[config.mk]
export PLATFORM = sky130hd
export DESIGN_NAME = seg_scan_ctrl
export DESIGN_NICKNAME = d
export VERILOG_FILES = /design/src/rtl/seg_scan_ctrl_pkg.sv /design/src/rtl/seg_hex_decode.sv /design/src/rtl/seg_scan_ctrl.sv
export SDC_FILE = /design/constraint.sdc
export NUM_CORES = 1
export LEC_CHECK = 0
export CORE_MARGIN = 1
export CORE_UTILIZATION = 51
export CTS_CLUSTER_SIZE = 30
export DETAILED_ROUTE_END_ITERATION = 6
export MAX_ROUTING_LAYER = met4
export PLACE_DENSITY_LB_ADDON = 0.3
export SLEW_MARGIN = 20
export SYNTH_ARGS = -nofsm -noshare
export SYNTH_HDL_FRONTEND = slang
export SYNTH_SLANG_ARGS = --single-unit
[constraint.sdc]
create_clock -name clk -period 3.2 [get_ports clk]
set_input_delay 0.8 -clock clk [delete_from_list [all_inputs] [get_ports clk]]
set_output_delay 0.8 -clock clk [all_outputs]
set_load 0.01 [all_outputs]
[src/rtl/seg_scan_ctrl_pkg.sv]
// Shared types and constants for the multiplexed 7-segment scan controller.
// Segment patterns are active-high with bit7=a .. bit1=g, bit0=dp (dp never lit).
package seg_scan_ctrl_pkg;

    typedef enum logic [1:0] {
        ST_OFF  = 2'd0,
        ST_SHOW = 2'd1,
        ST_DEAD = 2'd2
    } state_t;

    typedef struct packed {
        logic       blank;
        logic [3:0] val;
    } digit_t;

    localparam logic [7:0] AN_ALL_OFF = 8'hFF;
    localparam logic [7:0] SEG_NONE   = 8'h00;

    // Element 0 is the rightmost entry: index 0 -> 'FC', index 15 -> '8E'.
    localparam logic [15:0][7:0] SEG_TABLE = {
        8'h8E, 8'h9E, 8'h7A, 8'h9C, 8'h3E, 8'hEE, 8'hF6, 8'hFE,
        8'hE0, 8'hBE, 8'hB6, 8'h66, 8'hF2, 8'hDA, 8'h60, 8'hFC
    };

    function automatic logic [7:0] an_select(input logic [2:0] idx);
        return ~(8'd1 << idx);
    endfunction

endpackage

[src/rtl/seg_hex_decode.sv]
// Hex digit to segment pattern; purely combinational, no handshake.
module seg_hex_decode
    import seg_scan_ctrl_pkg::*;
(
    input  logic [3:0] val,
    input  logic       blank,
    output logic [7:0] pattern
);

    assign pattern = blank ? SEG_NONE : SEG_TABLE[val];

endmodule

[src/rtl/seg_scan_ctrl.sv]
// 8-digit display scanner: registered an/seg/scan_idx track the state entered on each edge.
// Writes are taken whenever wr_ready is high (OFF/SHOW); wr_ready drops for the DEAD cycle and in reset.
module seg_scan_ctrl
    import seg_scan_ctrl_pkg::*;
#(
    parameter int DIV_W = 16
) (
    input  logic             clk,
    input  logic             rst,
    input  logic             en,
    input  logic [DIV_W-1:0] div_cfg,
    input  logic             wr_valid,
    output logic             wr_ready,
    input  logic [2:0]       wr_idx,
    input  logic [3:0]       wr_val,
    input  logic             wr_blank,
    output logic [7:0]       an,
    output logic [7:0]       seg,
    output logic [2:0]       scan_idx
);

    state_t           state, state_nxt;
    logic [DIV_W-1:0] cnt, cnt_nxt;
    logic [2:0]       idx_nxt;
    logic             wr_acc;
    digit_t           store [8];
    digit_t           shown;
    logic [7:0]       pattern;

    assign wr_ready = !rst && (state != ST_DEAD);
    assign wr_acc   = wr_valid && wr_ready;

    always_comb begin
        state_nxt = state;
        cnt_nxt   = cnt;
        idx_nxt   = scan_idx;
        if (!en) begin
            state_nxt = ST_OFF;
            cnt_nxt   = '0;
            idx_nxt   = 3'd0;
        end else begin
            case (state)
                ST_OFF: begin
                    state_nxt = ST_SHOW;
                    cnt_nxt   = '0;
                    idx_nxt   = 3'd0;
                end
                ST_SHOW: begin
                    // >= rather than == so a div_cfg lowered mid-dwell ends the dwell at once.
                    if (cnt >= div_cfg) begin
                        state_nxt = ST_DEAD;
                        cnt_nxt   = '0;
                    end else begin
                        cnt_nxt = cnt + 1'b1;
                    end
                end
                ST_DEAD: begin
                    state_nxt = ST_SHOW;
                    cnt_nxt   = '0;
                    idx_nxt   = scan_idx + 3'd1;
                end
                default: begin
                    state_nxt = ST_OFF;
                    cnt_nxt   = '0;
                    idx_nxt   = 3'd0;
                end
            endcase
        end
    end

    // Bypass the write so a digit updated on this edge is displayed right after it.
    always_comb begin
        shown = store[idx_nxt];
        if (wr_acc && (wr_idx == idx_nxt)) begin
            shown.blank = wr_blank;
            shown.val   = wr_val;
        end
    end

    seg_hex_decode u_decode (
        .val     (shown.val),
        .blank   (shown.blank),
        .pattern (pattern)
    );

    always_ff @(posedge clk) begin
        if (rst) begin
            state    <= ST_OFF;
            cnt      <= '0;
            scan_idx <= 3'd0;
            an       <= AN_ALL_OFF;
            seg      <= SEG_NONE;
        end else begin
            state    <= state_nxt;
            cnt      <= cnt_nxt;
            scan_idx <= idx_nxt;
            if (state_nxt == ST_SHOW) begin
                an  <= an_select(idx_nxt);
                seg <= pattern;
            end else begin
                an  <= AN_ALL_OFF;
                seg <= SEG_NONE;
            end
        end
    end

    always_ff @(posedge clk) begin
        if (rst) begin
            for (int i = 0; i < 8; i++) begin
                store[i] <= '{blank: 1'b1, val: 4'h0};
            end
        end else if (wr_acc) begin
            store[wr_idx] <= '{blank: wr_blank, val: wr_val};
        end
    end

endmodule

==> Yosys cells after proc, flatten, opt, wreduce, memory -nomap -nowiden <==
Memories as Yosys holds them, arrays and structs flattened. A register that Yosys moved wholly into a read port is not among the register bits.
Cells that the tools add are included.
{ "classes": {"add_sub_neg": 2, "n_lt_le_gt_ge": 1, "n_eq_ne": 5, "n_shift": 1, "mux": 14, "bitwise": 4, "n_reduce_logical": 10} }
{ "ops": {"columns": ["cell", "n"], "rows": [
  ["adder 16 x 1 -> 16 bit (second input constant)", 1],
  [">= comparator 16 bit", 1],
  ["2-to-1 mux 5 bit", 2],
  ["NOT 8 bit", 1],
  ["left shift 1 x 3 -> 8 bit (first input constant)", 1],
  ["2-to-1 mux 1 bit", 6],
  ["2-to-1 mux 3 bit", 2],
  ["one-hot mux 3 bit (2 select lines)", 1],
  ["OR reduction 5 bit", 1],
  ["equality test 2 x 1 -> 1 bit (second input constant)", 2],
  ["2-to-1 mux 2 bit", 2],
  ["one-hot mux 2 bit (2 select lines)", 1],
  ["OR reduction 2 bit", 2],
  ["OR reduction 4 bit", 1],
  ["adder 3 x 1 -> 3 bit (second input constant)", 1],
  ["equality test 3 bit", 1],
  ["logical AND 1 bit", 3],
  ["NOT 1 bit", 3],
  ["OR reduction 3 bit", 1],
  ["equality test 2 bit (second input constant)", 1],
  ["logical NOT 2 bit", 1],
  ["!= test 2 bit (second input constant)", 1],
  ["logical NOT 1 bit", 1]
]} }
{ "word_totals": {"ff_bits": 29, "mem_bits_rw": 40, "mem_bits_ro": 128, "elab_cells": 43, "n_memories": 2} }
{ "memory_table": {"columns": ["memory", "depth", "word_bits", "rd", "rd_clocked_by_memory_dff", "wr", "line_no", "text"], "rows": [
  ["(name not given)", 16, 8, 1, 1, 0, "seg_hex_decode.sv:10", "assign pattern = blank ? SEG_NONE : SEG_TABLE[val];"],
  ["store", 8, 5, 1, 0, 8, "seg_scan_ctrl.sv:26", "digit_t store [8];"]
]} }

==> Longest topological paths before layout <==
{ "logic_depth": {"depth_word": 8, "mapped_depth": 14} }

==> Modules after synthesis <==
From an unflattened synthesis, not the netlist that was laid out.
{ "unflattened": {"hier_cells": 373, "hier_area_um2": 4075.2} }
{ "modules_own_cells": {"columns": ["mod", "instances", "cells_per_inst", "area_per_inst_um2", "seq_area_each_um2"], "rows": [
  ["seg_scan_ctrl", 1, 335, 3789.9, 1941.9],
  ["seg_hex_decode", 1, 38, 285.3, 0.0]
]} }

==> Least setup slack after synthesis <==
OpenSTA, ideal clock, no wires.
{ "synth_path": {"path_kind": "in2reg", "from": "in en", "to": "reg seg[7]", "setup_ps": 120, "t_arrival_ps": 2947, "t_required_ps": 3080, "path_slack_ps": 133, "cell_stages": 11, "cell_sequence": "buf_2 -> inv_2 -> nor2_4 -> mux4_1 -> mux2i_1 -> mux2i_1 -> inv_1 -> ha_1 -> nor3_1 -> a31o_1 -> o31a_1"} }
{ "synth_between": {"elab_chain_len": 5, "word_cells_on_any_way": 9} }
{ "synth_lines": {"columns": ["element", "line_no", "text"], "rows": [
  ["start: declaration", "seg_scan_ctrl.sv:10", "input logic en,"],
  ["parallel branches: the longest is 5 deep, another holds memory read (8 x 5 bit)", null, null],
  ["end: declaration", "seg_scan_ctrl.sv:18", "output logic [7:0] seg,"]
]} }
Several ways; the timed one is not identified.
A chain may end at the register's enable or synchronous reset.

==> Worst setup path after layout <==
{ "layout_path": {"from": "reg state[0]", "to": "reg seg[4]"} }
{ "layout_between": {"elab_chain_len": 7, "word_cells_on_any_way": 19} }
{ "layout_lines": {"columns": ["element", "line_no", "text"], "rows": [
  ["start: declaration", "seg_scan_ctrl.sv:22", "state_t state, state_nxt;"],
  ["start signal: assignment", "seg_scan_ctrl.sv:94", "state <= state_nxt;"],
  ["parallel branches: the longest is 7 deep, another holds memory read (8 x 5 bit)", null, null]
]} }
Several ways; the timed one is not identified.

==> reports/results.txt <==
Vias in the first global route: 3,407
WP data required: 3.44 ns
Max Slew Vio Count: 0
Post-synth EDFFs: 40
Worst-Skew Late Latency: 0.37 ns
Initial antenna violation count: 0
CP Capture Type: register
CP delay by family, top: compound AO/OA/AOI/OAI gates
CP Cell Sequence: inv_1 > ha_2 > and4b_1 > a222oi_1 > o2111ai_1 > nand3b_1 > mux2_4 > inv_1 > ha_1 > a211oi_1 > a211oi_1 > a211oi_1
Lkg Pwr: 2.11 nW
Finish-stage setup viols: 0
GRT Total Usage: 0.250
Post-place setup slack: -0.362 ns
Worst setup margin: 0.198 ns
Tmin final: 3.00 ns
Hold Violations, Final: 0
Total Wirelength: 9.72 mm
H-tree depth: 3
Synth cell types: 57
Cts bufs inserted: 9
Top Ports: 48
Hold WS: 0.489 ns
Routability congestion estimate: 0.951
Routed Antenna Nets: 0
Worst Skew: 0.00984 ns
WP depth: 12
Ys async rst share: 0
Synth warn: 0
HP Class: register to register
Inst Count DP: 585
Cell Area, Synth: 0.00426 sq mm
Final Core Density: 0.675
Overflow after GRT: 0
Initial Util: 0.540
Startpoint types: register
Share of layout cells above drive strength 1: 0.178
Number of diodes: 0
Yosys reg bits: 76
CTS Buffer Depth: 2
First-pass GRT wire length: 16.1 mm
Fillers: 609
Die H: 93.4 microns
Syn Area/Cell: 10.3 sq um
WL/cell: 16.2 microns
DPL Wire Length: 7.44 mm
Drt first pass iters: 5
Synth Net Count: 469
Die area: 0.00873 sq mm
Outcome: finished, final reports clean
Vias/cell: 5.72
Worst vdd ir: 0.339 mV
CP peak stage delay: 0.40 ns
Synthesized netlist cell count: 412
Via count: 3,436
Register area share after synthesis: 0.451
DRT iter0 DRCs: 203
R2R cell count: 12
Max_cap viols: 0
Post-CTS Hold Buffers: 0
Port Buffers: 46
DRC viols: 0
Chip width: 93.4 microns
Main synth FF type: edfxtp_1
RSZ-0062 raised after global routing: false
Largest net degree at the start of global routing: 17
NumNets Final: 551
Worst EP arrival: 3.24 ns
Root Driver: clkbuf_8
Row cnt: 32
CTS tree: done
Hold Crit Depth: 1
Core area: 0.00789 sq mm
Cell mode on critical path: a211oi_1
Setup tns final: 0 ns
Final period utilization: 0.938
Crit path max fanout: 9
Area growth syn-to-layout: 25.0%
Crit path max-delay cell type: dfxtp_1
Worst-path clk slew: 0.08 ns
Fmax: 333 MHz
Fin cells: 601
Pwr per Cell Area: 401 mW/mm^2
CP Buf/Inv Count: 2
Clock sinks: 76
WS Path Type: register to register
-- metrics by stage --
| stage | area, sq um | power (mW) |
|---|---|---|
| final | 5330 | 2.14 |
| after global routing | 5330 | 2.21 |
| after CTS | 5300 | 2.14 |
| after detailed placement | 5080 | 1.34 |
| after global placement | 5080 | 1.33 |
| after floorplan | 4260 | 1.22 |
-- cells in the mapped netlist, types with 2 or more instances --
library cell | number | area, sq um
o31a_1 | 2 | 17.5
xor2_1 | 11 | 96.3
clkbuf_1 | 14 | 52.6
a21oi_1 | 6 | 30.0
o21ai_0 | 14 | 70.1
mux2_2 | 5 | 56.3
dfxtp_1 | 36 | 721
buf_6 | 4 | 45.0
nor2b_1 | 2 | 12.5
nor2_1 | 27 | 101
inv_1 | 24 | 90.1
ha_1 | 29 | 363
xnor2_1 | 7 | 61.3
nand4_1 | 7 | 43.8
nand2_1 | 20 | 75.1
nand3_1 | 15 | 75.1
mux2i_4 | 2 | 45.0
a211oi_1 | 5 | 37.5
and4_1 | 2 | 17.5
and3_1 | 6 | 37.5
edfxtp_1 | 40 | 1200
mux4_1 | 3 | 78.8
and2_1 | 10 | 62.6
nand2b_1 | 6 | 37.5
nor4_1 | 6 | 37.5
or2_2 | 9 | 56.3
buf_2 | 2 | 10.0
a311oi_1 | 9 | 78.8
o31ai_1 | 2 | 15.0
clkinv_1 | 3 | 11.3
nor3_1 | 27 | 135
or3_1 | 7 | 43.8
a22oi_1 | 7 | 52.6
a32oi_1 | 6 | 52.6
and4b_1 | 2 | 20.0
a21o_1 | 8 | 60.1
mux2i_1 | 7 | 70.1
-- layer usage --
metal / up-vias / wire length, microns / global-route usage
li1: 1670 / - / -
met1: 1628 / 4290 / 0.314
met2: 122 / 4740 / 0.398
met3: 16 / 529 / 0.0602
met4: 0 / 165 / 0.0859
met5: - / 0 / -
-- final timing paths --
kind / from / endpoint / slack (ns)
worst max-delay path: state[0] / seg[4] / 0.20
worst min-delay path: cnt[0] / cnt[0] / 0.49
worst max register to register: state[0] / seg[4] / 0.20
worst min register to register: cnt[0] / cnt[0] / 0.49
-- where the power goes --
part	leakage (nW)	switching (mW)	total (mW)	internal, mW
logic	1.33	0.125	0.242	0.117
registers	0.678	0.0146	1.08	1.06
clock network	0.102	0.376	0.818	0.442
-- area by class of cell --
class                      count  area [sq um]  share of cell area
clock buffer                   9           124              0.0233
tap                          102           128              0.0240
inverter                      28           105              0.0197
multi-input combinational    287          2140               0.401
sequential                    76          1920               0.361
clock inverter                 7           100              0.0188
timing repair buffer          92           811               0.152
-- sequential cells by signal, indices dropped and copies added, names as in the netlist --
name,cells
an,8
store,40
seg,7
cnt,16
scan_idx,3
state,2
-- placed cells by master (no fill, tap or decap), drive strengths merged, types with 11 or more instances in the layout --
cell type	netlist	layout
buf	7	46
clkdlybuf4s50	0	44
dfxtp	36	36
edfxtp	40	40
ha	29	29
inv	25	26
nand2	21	21
nand3	15	15
nor2	29	29
nor3	27	27
o21ai	14	14
xor2	11	11
-- kinds of logic after synthesis --
| family | Yosys count | share of synthesized area |
|---|---|---|
| AOI/OAI and AO/OA | 66 | 0.115 |
| adders and majority gates | 29 | 0.0851 |
| muxes | 19 | 0.0672 |
| and+or+nand+nor | 154 | 0.192 |
| buffers and inverters | 49 | 0.0517 |
| other | 1 | 0.000880 |
| xor gates and xnor gates | 18 | 0.0370 |
| DFF | 76 | 0.451 |
-- timing repair --
item	in CTS	in global routing
gates resized for setup	0	6
endpoints found under the hold margin	0	0
setup buffers	0	0
setup endpoints to repair	0	6
Note: power is estimated with default switching activity, not from simulation.
